**src/rtl/mem_arbiter.sv**
```systemverilog
// mem_arbiter: shares the byte-wide memory bus between instruction fetch and the load/store buffer,
// serialising each request into byte transfers and reassembling little-endian read words.
module mem_arbiter #(
    parameter int ADDR_WIDTH = 32
) (
    input  logic                  clk,
    input  logic                  rst_in,
    input  logic                  rdy_in,
    input  logic                  flush,
    input  logic                  if_req,
    input  logic [ADDR_WIDTH-1:0] if_addr,
    output logic                  if_done,
    output logic [31:0]           if_data,
    input  logic                  ls_req,
    input  logic                  ls_wr,
    input  logic [1:0]            ls_size,
    input  logic [ADDR_WIDTH-1:0] ls_addr,
    input  logic [31:0]           ls_wdata,
    output logic                  ls_done,
    output logic [31:0]           ls_rdata,
    input  logic [7:0]            mem_din,
    output logic [7:0]            mem_dout,
    output logic [ADDR_WIDTH-1:0] mem_a,
    output logic                  mem_wr,
    input  logic                  io_buffer_full
);
    typedef enum logic [1:0] {IDLE, IF_RD, LS_RD, LS_WR} state_t;
    state_t                state_q, state_d;
    logic [2:0]            cnt_q, cnt_d, n, nxt;
    logic [1:0]            size_q, size_d, lane;
    logic [ADDR_WIDTH-1:0] addr_q, addr_d, mem_a_q, mem_a_d;
    logic [31:0]           wdata_q, wdata_d, buf_q, buf_d;
    logic [31:0]           if_data_q, if_data_d, ls_rdata_q, ls_rdata_d;
    logic [7:0]            dout_q, dout_d;
    logic                  wr_q, wr_d, if_done_q, if_done_d, ls_done_q, ls_done_d;
    logic                  last_ls_q, last_ls_d, take_ls, io_stall;
    assign n        = size_q == 2'd0 ? 3'd1 : size_q == 2'd1 ? 3'd2 : 3'd4;
    assign nxt      = cnt_q + 3'd1;
    assign lane     = cnt_q[1:0] - 2'd1;
    assign io_stall = state_q == LS_WR && mem_a_q[17:16] == 2'b11 && io_buffer_full;
    assign mem_wr   = wr_q & rdy_in & ~io_stall;
    assign mem_a    = mem_a_q;
    assign mem_dout = dout_q;
    assign if_done  = if_done_q;
    assign if_data  = if_data_q;
    assign ls_done  = ls_done_q;
    assign ls_rdata = ls_rdata_q;
    always_comb begin
        state_d    = state_q;
        cnt_d      = cnt_q;
        size_d     = size_q;
        addr_d     = addr_q;
        mem_a_d    = mem_a_q;
        wdata_d    = wdata_q;
        buf_d      = buf_q;
        if_data_d  = if_data_q;
        ls_rdata_d = ls_rdata_q;
        dout_d     = dout_q;
        wr_d       = wr_q;
        last_ls_d  = last_ls_q;
        if_done_d  = 1'b0;
        ls_done_d  = 1'b0;
        take_ls    = 1'b0;
        if (state_q == IDLE) begin
            // a done pulse in flight forces one bubble so the requester can drop req
            if (!flush && !if_done_q && !ls_done_q && (if_req || ls_req)) begin
                take_ls   = ls_req && (!if_req || !last_ls_q);
                last_ls_d = take_ls;
                cnt_d     = '0;
                buf_d     = '0;
                addr_d    = take_ls ? ls_addr : if_addr;
                mem_a_d   = addr_d;
                size_d    = take_ls ? ls_size : 2'd2;
                wdata_d   = ls_wdata;
                dout_d    = ls_wdata[7:0];
                wr_d      = take_ls && ls_wr;
                state_d   = !take_ls ? IF_RD : ls_wr ? LS_WR : LS_RD;
            end
        end else if (state_q == LS_WR) begin
            if (!io_stall) begin
                if (nxt < n) begin
                    cnt_d   = nxt;
                    mem_a_d = addr_q + ADDR_WIDTH'(nxt);
                    dout_d  = wdata_q[{nxt[1:0], 3'b000} +: 8];
                end else begin
                    wr_d      = 1'b0;
                    ls_done_d = 1'b1;
                    state_d   = IDLE;
                end
            end
        end else if (flush) begin
            state_d = IDLE;
            mem_a_d = '0;
        end else begin
            // cnt keeps counting past the last address; capture lags the address by two edges
            cnt_d = nxt;
            if (nxt < n) mem_a_d = addr_q + ADDR_WIDTH'(nxt);
            if (cnt_q != 3'd0) buf_d[{lane, 3'b000} +: 8] = mem_din;
            if (cnt_q == n) begin
                state_d    = IDLE;
                if_done_d  = state_q == IF_RD;
                ls_done_d  = state_q == LS_RD;
                if_data_d  = state_q == IF_RD ? buf_d : if_data_q;
                ls_rdata_d = state_q == LS_RD ? buf_d : ls_rdata_q;
            end
        end
    end
    always_ff @(posedge clk) begin
        if (rst_in) begin
            state_q    <= IDLE;
            cnt_q      <= '0;
            size_q     <= '0;
            addr_q     <= '0;
            mem_a_q    <= '0;
            wdata_q    <= '0;
            buf_q      <= '0;
            if_data_q  <= '0;
            ls_rdata_q <= '0;
            dout_q     <= '0;
            wr_q       <= 1'b0;
            if_done_q  <= 1'b0;
            ls_done_q  <= 1'b0;
            last_ls_q  <= 1'b0;
        end else if (rdy_in) begin
            state_q    <= state_d;
            cnt_q      <= cnt_d;
            size_q     <= size_d;
            addr_q     <= addr_d;
            mem_a_q    <= mem_a_d;
            wdata_q    <= wdata_d;
            buf_q      <= buf_d;
            if_data_q  <= if_data_d;
            ls_rdata_q <= ls_rdata_d;
            dout_q     <= dout_d;
            wr_q       <= wr_d;
            if_done_q  <= if_done_d;
            ls_done_q  <= ls_done_d;
            last_ls_q  <= last_ls_d;
        end
    end
endmodule

```
**config.mk**
```make
export PLATFORM = sky130hd
export DESIGN_NAME = mem_arbiter
export DESIGN_NICKNAME = d
export VERILOG_FILES = /design/src/rtl/mem_arbiter.sv
export SDC_FILE = /design/constraint.sdc
export NUM_CORES = 1
export LEC_CHECK = 0
export BUFFER_PORTS_ARGS = -buffer_cell sky130_fd_sc_hd__buf_2
export CELL_PAD_IN_SITES_DETAIL_PLACEMENT = 1
export CELL_PAD_IN_SITES_GLOBAL_PLACEMENT = 1
export CORE_ASPECT_RATIO = 0.7
export CORE_MARGIN = 10
export CORE_UTILIZATION = 39
export CTS_BUF_LIST = sky130_fd_sc_hd__clkbuf_4 sky130_fd_sc_hd__clkbuf_8
export CTS_CLUSTER_SIZE = 10
export DETAILED_ROUTE_END_ITERATION = 6
export MAX_ROUTING_LAYER = met4
export PLACE_DENSITY_LB_ADDON = 0.1
export SYNTH_ARGS = -nofsm -noshare
export SYNTH_HDL_FRONTEND = slang
export SYNTH_SLANG_ARGS = --single-unit
```
**constraint.sdc**
```tcl
create_clock -name clk -period 8.05 [get_ports clk]
set_clock_uncertainty 0.15 [all_clocks]
set_input_delay 0.805 -clock clk [delete_from_list [all_inputs] [get_ports clk]]
set_output_delay 0.805 -clock clk [all_outputs]
set_load 0.05 [all_outputs]
```
* Word-level counts from Yosys, hierarchy flattened
Cells that the tools add are included.
** Storage, ports and cells
- Register bits :: 211
- Input bits :: 114
- Output and inout port bits :: 107
** Operators by class
- Add/subtract/negate cells :: 4
- $lt $le $gt $ge :: 1
- Eq/ne operators :: 15
- Shifts and indexed selects :: 3
- Mux-type cells :: 51
- Bitwise operators :: 6
- Reductions and logical operators :: 29
** Operators by type and width (count)
- $mux 32 :: 12
- $mux 8 :: 5
- $add 32x3->32 :: 1
- $bwmux 32 :: 1
- $shift 8x7->32 const A :: 1
- $shiftx 32x6->8 :: 1
- $shiftx 8x7->32 :: 1
- $mux 3 :: 8
- $reduce_and 5->1 :: 4
- $mux 2 :: 9
- $mux 1 :: 16
- $reduce_and 6->1 :: 2
- $logic_and 1x1->1 :: 7
- $neg 5->7 :: 1
- $eq 2x2->1 const B :: 3
- $ne 2x1->1 const B :: 3
- $ne 3x3->1 const B :: 2
- $reduce_and 3->1 :: 2
- $logic_not 1->1 :: 5
- $eq 2x1->1 const B :: 2
- $logic_not 2->1 :: 2
- $ne 2x2->1 const B :: 2
- $not 1->1 :: 4
- $reduce_and 4->1 :: 1
- other kinds (11) :: 14

* Logic depth before layout (Yosys ltp)
Gate-level depths: netlist of the first run.
- Depth in word-level cells :: 8
- Gate-level depth with buffers :: 11

* Worst setup path before layout of the first run
OpenSTA, ideal clock, no wires.
- Path type :: register -> register
- From :: register cnt_q[0]
- To :: register mem_a_q[16] (netlist: mem_a[16])
- Setup time :: 0.132 ns
- Arrival :: 2.838 ns
- Required time :: 7.768 ns
- Slack :: 4.930 ns
- Stages on the path, launching flop included :: 11
- Path buffers :: 0
- Period minus slack after synthesis :: 3.120 ns
- Path through :: dfxtp_1 -> inv_1 -> ha_1 -> inv_1 -> fa_1 -> nor2b_1 -> o21ai_1 -> nor2_1 -> mux2_1 -> a221oi_1 -> a21oi_1
** Between the ends
- Cells in the longest elaborated chain, start to end :: 6
** Ends and longest elaborated chain
- start, declared :: line 29 : logic [2:0] cnt_q, cnt_d, n, nxt;
- start signal, assigned :: line 126 : cnt_q <= cnt_d;
- $add 3x1->3 (*) :: line 38 : assign nxt = cnt_q + 3'd1;
- $add 32x3->32 or $lt 3x3->1 (tied branches) :: line 83, 97, 81
- $mux 32 (*) :: line 81, 97
- $mux 32 (on tied branches) :: line 91, 80
- $mux 32 (*) :: line 79 : end else if (state_q == LS_WR) begin
- $mux 32 (*) :: line 64 : if (state_q == IDLE) begin
- end signal, assigned :: line 129 : mem_a_q <= mem_a_d;
- end, declared :: line 31 : logic [ADDR_WIDTH-1:0] addr_q, addr_d, mem_a_q, mem_a_d;
Every way passes the cells marked *; elsewhere a longest branch is shown, timed or not. The select of a mux whose other input is x is not followed.
A chain may end at the register's enable or synchronous reset.

* Worst setup path after layout of the first run
Ends and elaborated chain as after synthesis.

==> impl_results.md, run 1 <==
- Class of the worst hold path: reg2reg
- Most common cell after layout, fill and taps aside: buf_2
- Post-CTS repair timing setup buffer count: 0
- Portion of the post-synthesis area used by sequential elements: 0.413
- Minimum hold slack: around 0.31 ns
- Series of cell instances along the critical path: inv_1, ha_1, inv_1, fa_1, nor2b_1, o21ai_1, nor2_1, mux2_1, a221oi_1, a21oi_1
- Routed wire length per instance: around 21 µm
- Number of detailed-routing iterations run before antenna repair: 5
- Mapped Avg Cell Area: roughly 8.8 µm²
- Residual antenna-violating net count after detailed routing: 0
- Cell with the biggest individual delay on the critical path: ha_1
- Violation count after the first detailed-routing iteration: roughly 660
- Cell area after placement: 0.0114 mm²
- Count of cell types in the netlist: 67
- Die extent in y: ~160 µm
- Global-route wire length before repair: between 50000 and 60000 µm
- Hold-critical path depth: 2
- Maximum root-to-sink buffer count: 3
- Worst slew slack as a fraction of its limit: 0.212
- Final Max Slew Viols: 0
- Sum of routed wire length over all layers: between 30000 and 40000 µm
- Resized Gates After CTS: 0
- Top library cells by usage in the layout, fill and taps aside: 219 x buf_2, 211 x dfxtp_1, 193 x nand2_1
- Share of the clock period used by the worst path after layout: 0.599
- Arr. time, crit path: 5.05 ns
- Startpoint of the worst register-to-register path: cnt_q[0]
- Endpoint of the worst hold path: buf_q[1]
- Ratio of cells with drive above 1 in the final layout: 0.295
- Peak supply drop: about 0.11 mV
- Leading register cell type out of synthesis: dfxtp_1
- Number of cells in the finished layout apart from fillers: approximately 1700
- Inst Count DP: ~1600
- Final Hold Fails: 0
- Seq cells post-synth: between 200 and 250
- Tightest Pin Transition: 1.18 ns
- Clock root buffer: clkbuf_8
- Max capacitance violation total: 0
- Cell leakage power: about 4.8 nW
- Clock transition at the register clock pins on the worst setup and hold paths after CTS: 0.06 ns
- Pin count of the biggest net entering global routing: 76
- Input/output buffers: 220
- Setup TNS after final layout: 0 ns
- Drt via density: 5.49
- GRT Util Overall: 0.215
- Area Overhead vs Synth: 18.6%
- Number of nets at the end of the flow: about 1500
- Share of the core filled with cells: 0.472
- Reg-to-reg slack, setup: about 3.2 ns
- Level count of the clock H-tree: 2
- Vias after detailed routing: about 9300
- EDFF count, synth: 0
- Count of standard-cell rows: a little under 50
- Max Fanout on Critical Path: 19
- Number of clock buffers inserted by TritonCTS: 36
- Shortest period the worst path allows: between 4 and 5 ns
- Result of the run: finished clean
- Depth of the worst register-to-register path: 10
- Via count of the first global-routing pass: 9330
- Total power density per cell area: roughly 210 mW/mm²
- Most repeated library cell on the critical path: inv_1
- R2r endpoint: mem_a[16]
- Post-route total power: roughly 2.6 mW
- Antenna violations before repair: 1
- Placement-stage worst setup slack: 3.23 ns
- Initial core utilization: 0.398
- Synthesis Warnings: 0
- Startpoint of the most critical hold path: buf_q[1]
- Syn nets: between 1000 and 1500
- HPWL after detailed placement: roughly 26000 µm
- Area enclosed by the die boundary: about 0.033 mm²
- Remaining routing DRC violations: 0
- Cell count after synthesis: approximately 1200
- Critical path startpoint category: register
- Placer Congestion: 0.839
- Number of top-level design ports: 221
- Post-layout instance area: between 0.01 and 0.015 mm²
- WP data required: 8.27 ns
- Smallest setup slack after layout: between 3 and 4 ns
- Share of synthesized registers carrying an async set or reset: 0
- Critical Path End Type: register
- Maximum single-stage delay on the critical path: 0.93 ns
- Final setup violation count: 0
- Fmax: 207 MHz
- # hold bufs at CTS: 0
- Clock latency of the later-clocked register in the worst-skew pair: ~0.52 ns
- Clock tree from TritonCTS: done
- RSZ-0062 raised after global routing: no
- Remaining global-route overflow: 0
- Classification of the worst setup path: reg2reg
- Total standard cell area after synthesis: between 0.01 and 0.015 mm²
- Die X: around 210 µm
- Std-Cell Core Area: about 0.026 mm²
- Number of sinks driven by the clock tree: between 200 and 250
==> cells in the mapped netlist, types with 6 or more instances <==
| library cell | count | area, µm² |
|---|---|---|
| and4_1 | 7 | 61.3 |
| nand4_1 | 6 | 37.5 |
| nand3_1 | 17 | 85.1 |
| xor2_1 | 21 | 184 |
| xnor2_1 | 8 | 70.1 |
| ha_1 | 17 | 213 |
| mux2i_1 | 24 | 240 |
| nor2_2 | 9 | 56.3 |
| a22oi_1 | 35 | 263 |
| nor3_1 | 11 | 55.1 |
| nor2_1 | 131 | 492 |
| buf_2 | 19 | 95.1 |
| a211oi_2 | 56 | 701 |
| dfxtp_1 | 211 | 4220 |
| a21oi_1 | 96 | 480 |
| nand2_1 | 193 | 724 |
| nand2b_1 | 43 | 269 |
| nor4_1 | 9 | 56.3 |
| a31oi_1 | 6 | 37.5 |
| a221oi_1 | 9 | 78.8 |
| inv_1 | 17 | 63.8 |
| clkbuf_1 | 47 | 176 |
| a211oi_1 | 40 | 300 |
| buf_4 | 11 | 82.6 |
| o221a_2 | 6 | 67.6 |
| a222oi_1 | 6 | 60.1 |
| o21ai_0 | 17 | 85.1 |
| mux4_2 | 8 | 180 |
==> critical path: cells and delay by family (launching register included) <==
family | cells | cell delay (ns)
adder cells (fa/ha/maj) | 2 | 1.45
flip-flops | 1 | 0.92
AO/OA/AOI/OAI | 3 | 0.66
buffers and inverters | 2 | 0.57
AND/OR/NAND/NOR | 2 | 0.57
multiplexers | 1 | 0.36
==> sequential cells by signal, indices dropped and copies added (netlist names) <==
signal / cells
if_data: 32
wr_q: 1
ls_done: 1
buf_q: 32
ls_rdata: 32
mem_dout: 8
if_done: 1
state_q: 2
size_q: 2
last_ls_q: 1
addr_q: 32
wdata_q: 32
cnt_q: 3
mem_a: 32
==> cells by family (layout without fill, tap and decap cells) <==
family / after synthesis / in the layout / share of synthesized area
mux: 36 / 36 / 0.0455
xor+xnor: 29 / 29 / 0.0248
buf+inv: 103 / 309 / 0.0478
simple gates: 458 / 458 / 0.215
flops: 211 / 211 / 0.413
compound gates: 303 / 303 / 0.232
fa+ha+maj: 18 / 18 / 0.0227
other cells: 0 / 2 / 0
==> final cells by class <==
class                   instances  area, µm²
inverters                      17       63.8
flip-flops and latches        211       4220
multi-input cells             844       5560
repair buffers                230       1180
clock buffers                  51        633
clock inverters                11       62.6
fillers                      3121      13600
well taps                     331        414
diodes                          2       5.00
==> worst max-delay path by stage <==
| stage | from | end | slack (ns) |
|---|---|---|---|
| 2_1_floorplan | cnt_q[0] | mem_a[16] | 4.93 |
| 3_3_place_gp | cnt_q[0] | mem_a[16] | 3.40 |
| 3_5_place_dp | cnt_q[0] | mem_a[16] | 3.23 |
| 4_1_cts | cnt_q[0] | mem_a[16] | 3.21 |
| 5_1_grt | cnt_q[0] | mem_a[16] | 2.85 |
| 6_report | cnt_q[0] | mem_a[16] | 3.22 |
==> power by group <==
group / internal (mW) / switching, mW
clock network: 0.509 / 0.453
logic: 0.142 / 0.333
registers: 1.09 / 0.0459
total: 1.74 / 0.832
==> layer usage <==
metal	up-vias	GRT usage	share of wire
met3	37	0.0413	0.061
met4	0	0.0401	0.012
li1	4481	-	-
met1	4546	0.315	0.51
met5	-	-	0
met2	260	0.299	0.42
No activity file was read; power rests on OpenSTA's default activity.
==> run 2: changes to the inputs <==
--- a/config.mk
+++ b/config.mk
@@ -10,7 +10,7 @@
 export CELL_PAD_IN_SITES_GLOBAL_PLACEMENT = 1
 export CORE_ASPECT_RATIO = 0.7
 export CORE_MARGIN = 10
-export CORE_UTILIZATION = 39
+export CORE_UTILIZATION = 38
 export CTS_BUF_LIST = sky130_fd_sc_hd__clkbuf_4 sky130_fd_sc_hd__clkbuf_8
 export CTS_CLUSTER_SIZE = 10
 export DETAILED_ROUTE_END_ITERATION = 6
==> constraint.sdc (replaced) <==
create_clock -name clk -period 4.21 [get_ports clk]
set_clock_uncertainty 0.15 [all_clocks]
set_input_delay 0.421 -clock clk [delete_from_list [all_inputs] [get_ports clk]]
set_output_delay 0.421 -clock clk [all_outputs]
set_load 0.05 [all_outputs]
==> impl_results.md, run 2 (same netlist as run 1, synthesis figures left out) <==
- Number of nets at the end of the flow: between 1500 and 2000
- Internal power: about 3.4 mW
- Final Max Slew Viols: 0
- Sequential share of power: 0.430
- Clock transition at the register clock pins on the worst setup and hold paths after CTS: approximately 0.060 ns
- Arr. time, crit path: 3.95 ns
- Level count of the clock H-tree: 2
- Total power density per cell area: about 400 mW/mm²
- GRT Util Overall: 0.217
- WP data required: 4.50 ns
- Number of top-level design ports: 221
- Antenna violations before repair: 1
- Input/output buffers: 220
- Sum of routed wire length over all layers: 37000 µm
- Die X: 216 µm
- Critical Path End Type: register
- Classification of the worst setup path: reg2reg
- Residual antenna-violating net count after detailed routing: 0
- Initial core utilization: 0.384
- Vias after detailed routing: about 9500
- Post-route total power: roughly 5 mW
- Cell with the biggest individual delay on the critical path: nor3_2
- Number of detailed-routing iterations run before antenna repair: 7
- Maximum root-to-sink buffer count: 3
- Max Fanout on Critical Path: 16
- Clock tree from TritonCTS: done
- Critical path startpoint category: register
- Met3 track utilization from global routing: 0.0393
- Result of the run: finished clean
- Remaining global-route overflow: 0
- Share of the clock period used by the worst path after layout: 0.869
- Post-CTS repair timing setup buffer count: 0
- HPWL after detailed placement: between 20000 and 30000 µm
- Worst slew slack as a fraction of its limit: 0.239
- Count of standard-cell rows: 50
- Final setup violation count: 0
- Clock latency of the later-clocked register in the worst-skew pair: roughly 0.54 ns
- Remaining routing DRC violations: 0
- Inst Count DP: between 1500 and 2000
- Top library cells by usage in the layout, fill and taps aside: 219 x buf_2, 211 x dfxtp_1, 193 x nand2_1
- Fmax: roughly 270 MHz
- Met2 usage: 0.311
- Placement-stage worst setup slack: 0.664 ns
- Final Hold Fails: 0
- Std-Cell Core Area: 0.0267 mm²
- Routed wire length per instance: ~21 µm
- Global routing's busiest layer: met2
- Shortest period the worst path allows: ~3.7 ns
- Number of cells in the finished layout apart from fillers: about 1800
- Switching power: between 1.5 and 2 mW
- Maximum single-stage delay on the critical path: 0.87 ns
- Area Overhead vs Synth: 23.2%
- Peak supply drop: a little over 0.2 mV
- Class of the worst hold path: in2reg
- Max capacitance violation total: 0
- Ratio of cells with drive above 1 in the final layout: 0.294
- Most common cell after layout, fill and taps aside: buf_2
- Number of sinks driven by the clock tree: approximately 210
- Cell leakage power: roughly 5 nW
- Switching fraction of total power: 0.318
- Global-route wire length before repair: around 58000 µm
- Area enclosed by the die boundary: 0.0340 mm²
- RSZ-0062 raised after global routing: no
- Violation count after the first detailed-routing iteration: 605
- Placer Congestion: 0.870
- Share of the core filled with cells: 0.473
- Met1 capacity usage during global routing: 0.310
- Resized Gates After CTS: 0
- Logic gate share of total power: 0.188
- Clock root buffer: clkbuf_8
- Pin count of the biggest net entering global routing: 71
- Via count of the first global-routing pass: a little under 10000
- Tightest Pin Transition: roughly 1.1 ns
- Smallest setup slack after layout: approximately 0.55 ns
- Series of cell instances along the critical path: inv_1, ha_1, buf_4, ha_1, nand2_1, o21a_1, buf_4, nor2_1, nor3_2, nor2_1, a211oi_1
- Setup TNS after final layout: 0 ns
- Number of clock buffers inserted by TritonCTS: 36
- Drt via density: approximately 5.4
- Share of power burned in the clock network: 0.382
- Die extent in y: between 150 and 200 µm
run 2: changes by cell type in the layout (fill, tap and decap cells not counted):
cell,change
clkinv_2,-1
clkbuf_4,-3
buf_4,+10
inv_6,+1
clkinvlp_4,-3
clkbuf_8,+6
dlygate4sd3_1,+31
run 2: final timing paths:
path	from	to	slack, ns	cells past startpoint
setup / recovery	cnt_q[0]	mem_dout[3]	0.55	11
hold / removal	ls_addr[15]	addr_q[15]	0.04	3
setup reg to reg	cnt_q[0]	mem_dout[3]	0.55	11
hold reg to reg	wdata_q[15]	wdata_q[15]	0.30	2
run 2: worst max-delay path, delay by kind of cell, from the launching register on:
family                   cells  cell delay [ns]
adder cells (fa/ha/maj)      2             0.65
flip-flops                   1             0.56
AO/OA/AOI/OAI                2             0.38
AND/OR/NAND/NOR              4             1.13
buffers and inverters        3             0.69
run 2: cell type report:
| type | count | area, µm² |
|---|---|---|
| fill | 3192 | 14000 |
| clock buffer | 54 | 693 |
| clock inverter | 8 | 43.8 |
| timing repair buffer | 271 | 1570 |
| multi-input combinational | 844 | 5560 |
| inverter | 17 | 63.8 |
| antenna | 2 | 5.00 |
| tap | 364 | 455 |
| sequential | 211 | 4220 |
run 2: per-layer routing:
layer,routed length (µm),share of wire,vias to the layer above
li1,-,-,4571
met1,18800,0.51,4693
met2,15700,0.43,237
met3,1920,0.052,39
met4,503,0.014,0
met5,0,0,-
run 2: power groups by stage:
stage                     combinational, mW  clock (mW)  sequential, mW
after floorplan                       0.474           0            2.35
after global placement                0.910           0            2.21
after detailed placement              0.923           0            2.21
after CTS                             0.949        1.98            2.17
after global routing                   1.03        2.09            2.18
final                                 0.950        1.93            2.17
run 2: timing repair:
action / CTS / global route
endpoints found under the hold margin: 31 / 0
endpoints found under the setup margin: 0 / 0
hold buffers: 31 / 0
run 2: per-stage QoR:
step	hold slack, ns	area (µm²)
finish	0.0447	12600
floorplan	0.283	10200
global route	0.0280	12600
detailed placement	0.297	11600
CTS	0.00274	12600
global placement	0.290	11600
==> run 3: changes to the inputs <==
==> constraint.sdc (replaced) <==
create_clock -name clk -period 4.21 [get_ports clk]
set_clock_uncertainty 0.15 [all_clocks]
set_input_delay 0.2105 -clock clk [delete_from_list [all_inputs] [get_ports clk]]
set_output_delay 0.2105 -clock clk [all_outputs]
set_load 0.1 [all_outputs]
==> impl_results.md, run 3 (same netlist as run 1, synthesis figures left out) <==
- GRT Util Overall: 0.231
- Fmax: approximately 290 MHz
- Violation count after the first detailed-routing iteration: between 600 and 700
- Most common cell after layout, fill and taps aside: buf_2
- Routed wire length per instance: roughly 21 µm
- Cell area after placement: 0.0116 mm²
- WP data required: 4.53 ns
- Pin count of the biggest net entering global routing: 124
- Remaining global-route overflow: 0
- Shortest period the worst path allows: approximately 3.5 ns
- Post-route total power: between 5 and 6 mW
- Class of the worst hold path: in2reg
- Initial core utilization: 0.384
- Die extent in y: 157 µm
- Classification of the worst setup path: reg2reg
- Placer Congestion: between 0.8 and 0.9
- Cell leakage power: 5.51 nW
- Antenna violations before repair: 0
- Hold-critical path depth: 5
- RSZ-0062 raised after global routing: no
- Share of the core filled with cells: 0.512
- Remaining routing DRC violations: 0
- Depth of the worst register-to-register path: 11
- Ratio of cells with drive above 1 in the final layout: 0.274
- Total power density per cell area: about 400 mW/mm²
- Area Overhead vs Synth: 33.3%
- Number of detailed-routing iterations run before antenna repair: 5
- Worst slew slack as a fraction of its limit: 0.230
- Std-Cell Core Area: between 0.02 and 0.03 mm²
- Post-CTS repair timing setup buffer count: 0
- Area enclosed by the die boundary: around 0.034 mm²
- Share of the clock period used by the worst path after layout: 0.828
- Footprint of the multi-input gates: 0.00556 mm²
- HPWL after detailed placement: between 20000 and 30000 µm
- Number of sinks driven by the clock tree: between 200 and 250
- Setup TNS after final layout: 0 ns
- Clock latency of the later-clocked register in the worst-skew pair: 0.56 ns
- Final Hold Fails: 0
- Count of standard-cell rows: 50
- Tightest Pin Transition: ~1.2 ns
- Final Max Slew Viols: 0
- Clock tree from TritonCTS: done
- Antenna diode count: 0
- Critical Path End Type: register
- Arr. time, crit path: around 3.8 ns
- Via count of the first global-routing pass: 10600
- Clock root buffer: clkbuf_8
- Peak supply drop: between 0.15 and 0.2 mV
- Sum of routed wire length over all layers: just under 40000 µm
- Post-layout instance area: ~0.014 mm²
- Clock transition at the register clock pins on the worst setup and hold paths after CTS: approximately 0.070 ns
- Maximum root-to-sink buffer count: 3
- Top library cells by usage in the layout, fill and taps aside: 219 x buf_2, 211 x dfxtp_1, 193 x nand2_1
- Register cell area after layout: about 0.0042 mm²
- Vias after detailed routing: 10100
- Number of clock buffers inserted by TritonCTS: 36
- Placement-stage worst setup slack: 0.690 ns
- Residual antenna-violating net count after detailed routing: 0
- Fill count: 3163
- Number of top-level design ports: approximately 220
- Smallest setup slack after layout: 0.723 ns
- Level count of the clock H-tree: 2
- Global-route wire length before repair: 61600 µm
- Max Fanout on Critical Path: 16
- Max capacitance violation total: 0
- Input/output buffers: between 200 and 250
- Resized Gates After CTS: 0
- Final setup violation count: 0
- # hold bufs at CTS: around 130
- Die X: between 200 and 250 µm
- Critical path startpoint category: register
- Result of the run: finished clean
- Number of nets at the end of the flow: 1613
- Drt via density: between 5 and 6
run 3: cell types whose count changed in the layout (fill, tap and decap cells not counted), sizes merged:
cell,delta
bufinv,+1
buf,-2
clkinv,-3
clkbuf,+2
dlygate4sd3,+102
diode,-2
clkinvlp,+1
run 3: stage by stage:
step	cells	hold WS, ns
6_report	1870	0.0383
5_1_grt	1870	0.0585
4_1_cts	1870	0.0147
3_5_place_dp	1674	0.297
3_3_place_gp	1674	0.290
2_1_floorplan	1158	0.196
run 3: worst paths after layout:
path | from | endpoint | slack, ns
max reg2reg | cnt_q[0] | mem_dout[1] | 0.72
min reg2reg | buf_q[21] | buf_q[21] | 0.31
max | cnt_q[0] | mem_dout[1] | 0.72
min | if_addr[15] | mem_a[15] | 0.04
run 3: layout make-up:
cell class / instances / area share
multi-input cells: 844 / 0.407
flip-flops and latches: 211 / 0.309
repair buffers: 371 / 0.189
clock buffers: 56 / 0.0510
well taps: 364 / 0.0334
clock inverters: 7 / 0.00486
inverters: 17 / 0.00468
run 3: routing by layer:
metal	GRT usage	wire [µm]	vias up	part of all wire
li1	-	-	4766	-
met1	0.315	18800	4966	0.48
met2	0.345	17400	309	0.44
met3	0.0460	2330	44	0.060
met4	0.0561	603	0	0.015
met5	-	0	-	0
run 3: critical path, cell delays in order, from the launching register on:
cell and delay (ns):
dfxtp_1 0.53, inv_1 0.19, ha_1 0.35, buf_4 0.23
ha_1 0.23, a21oi_1 0.17, o21a_1 0.15, buf_4 0.17
nor2_1 0.06, nor3_2 0.83, nor2_1 0.10, a211oi_1 0.24
run 3: power by group:
group	switching, mW	internal [mW]
clock	0.905	1.12
combinational	0.857	0.378
sequential	0.0815	2.09
total	1.84	3.58
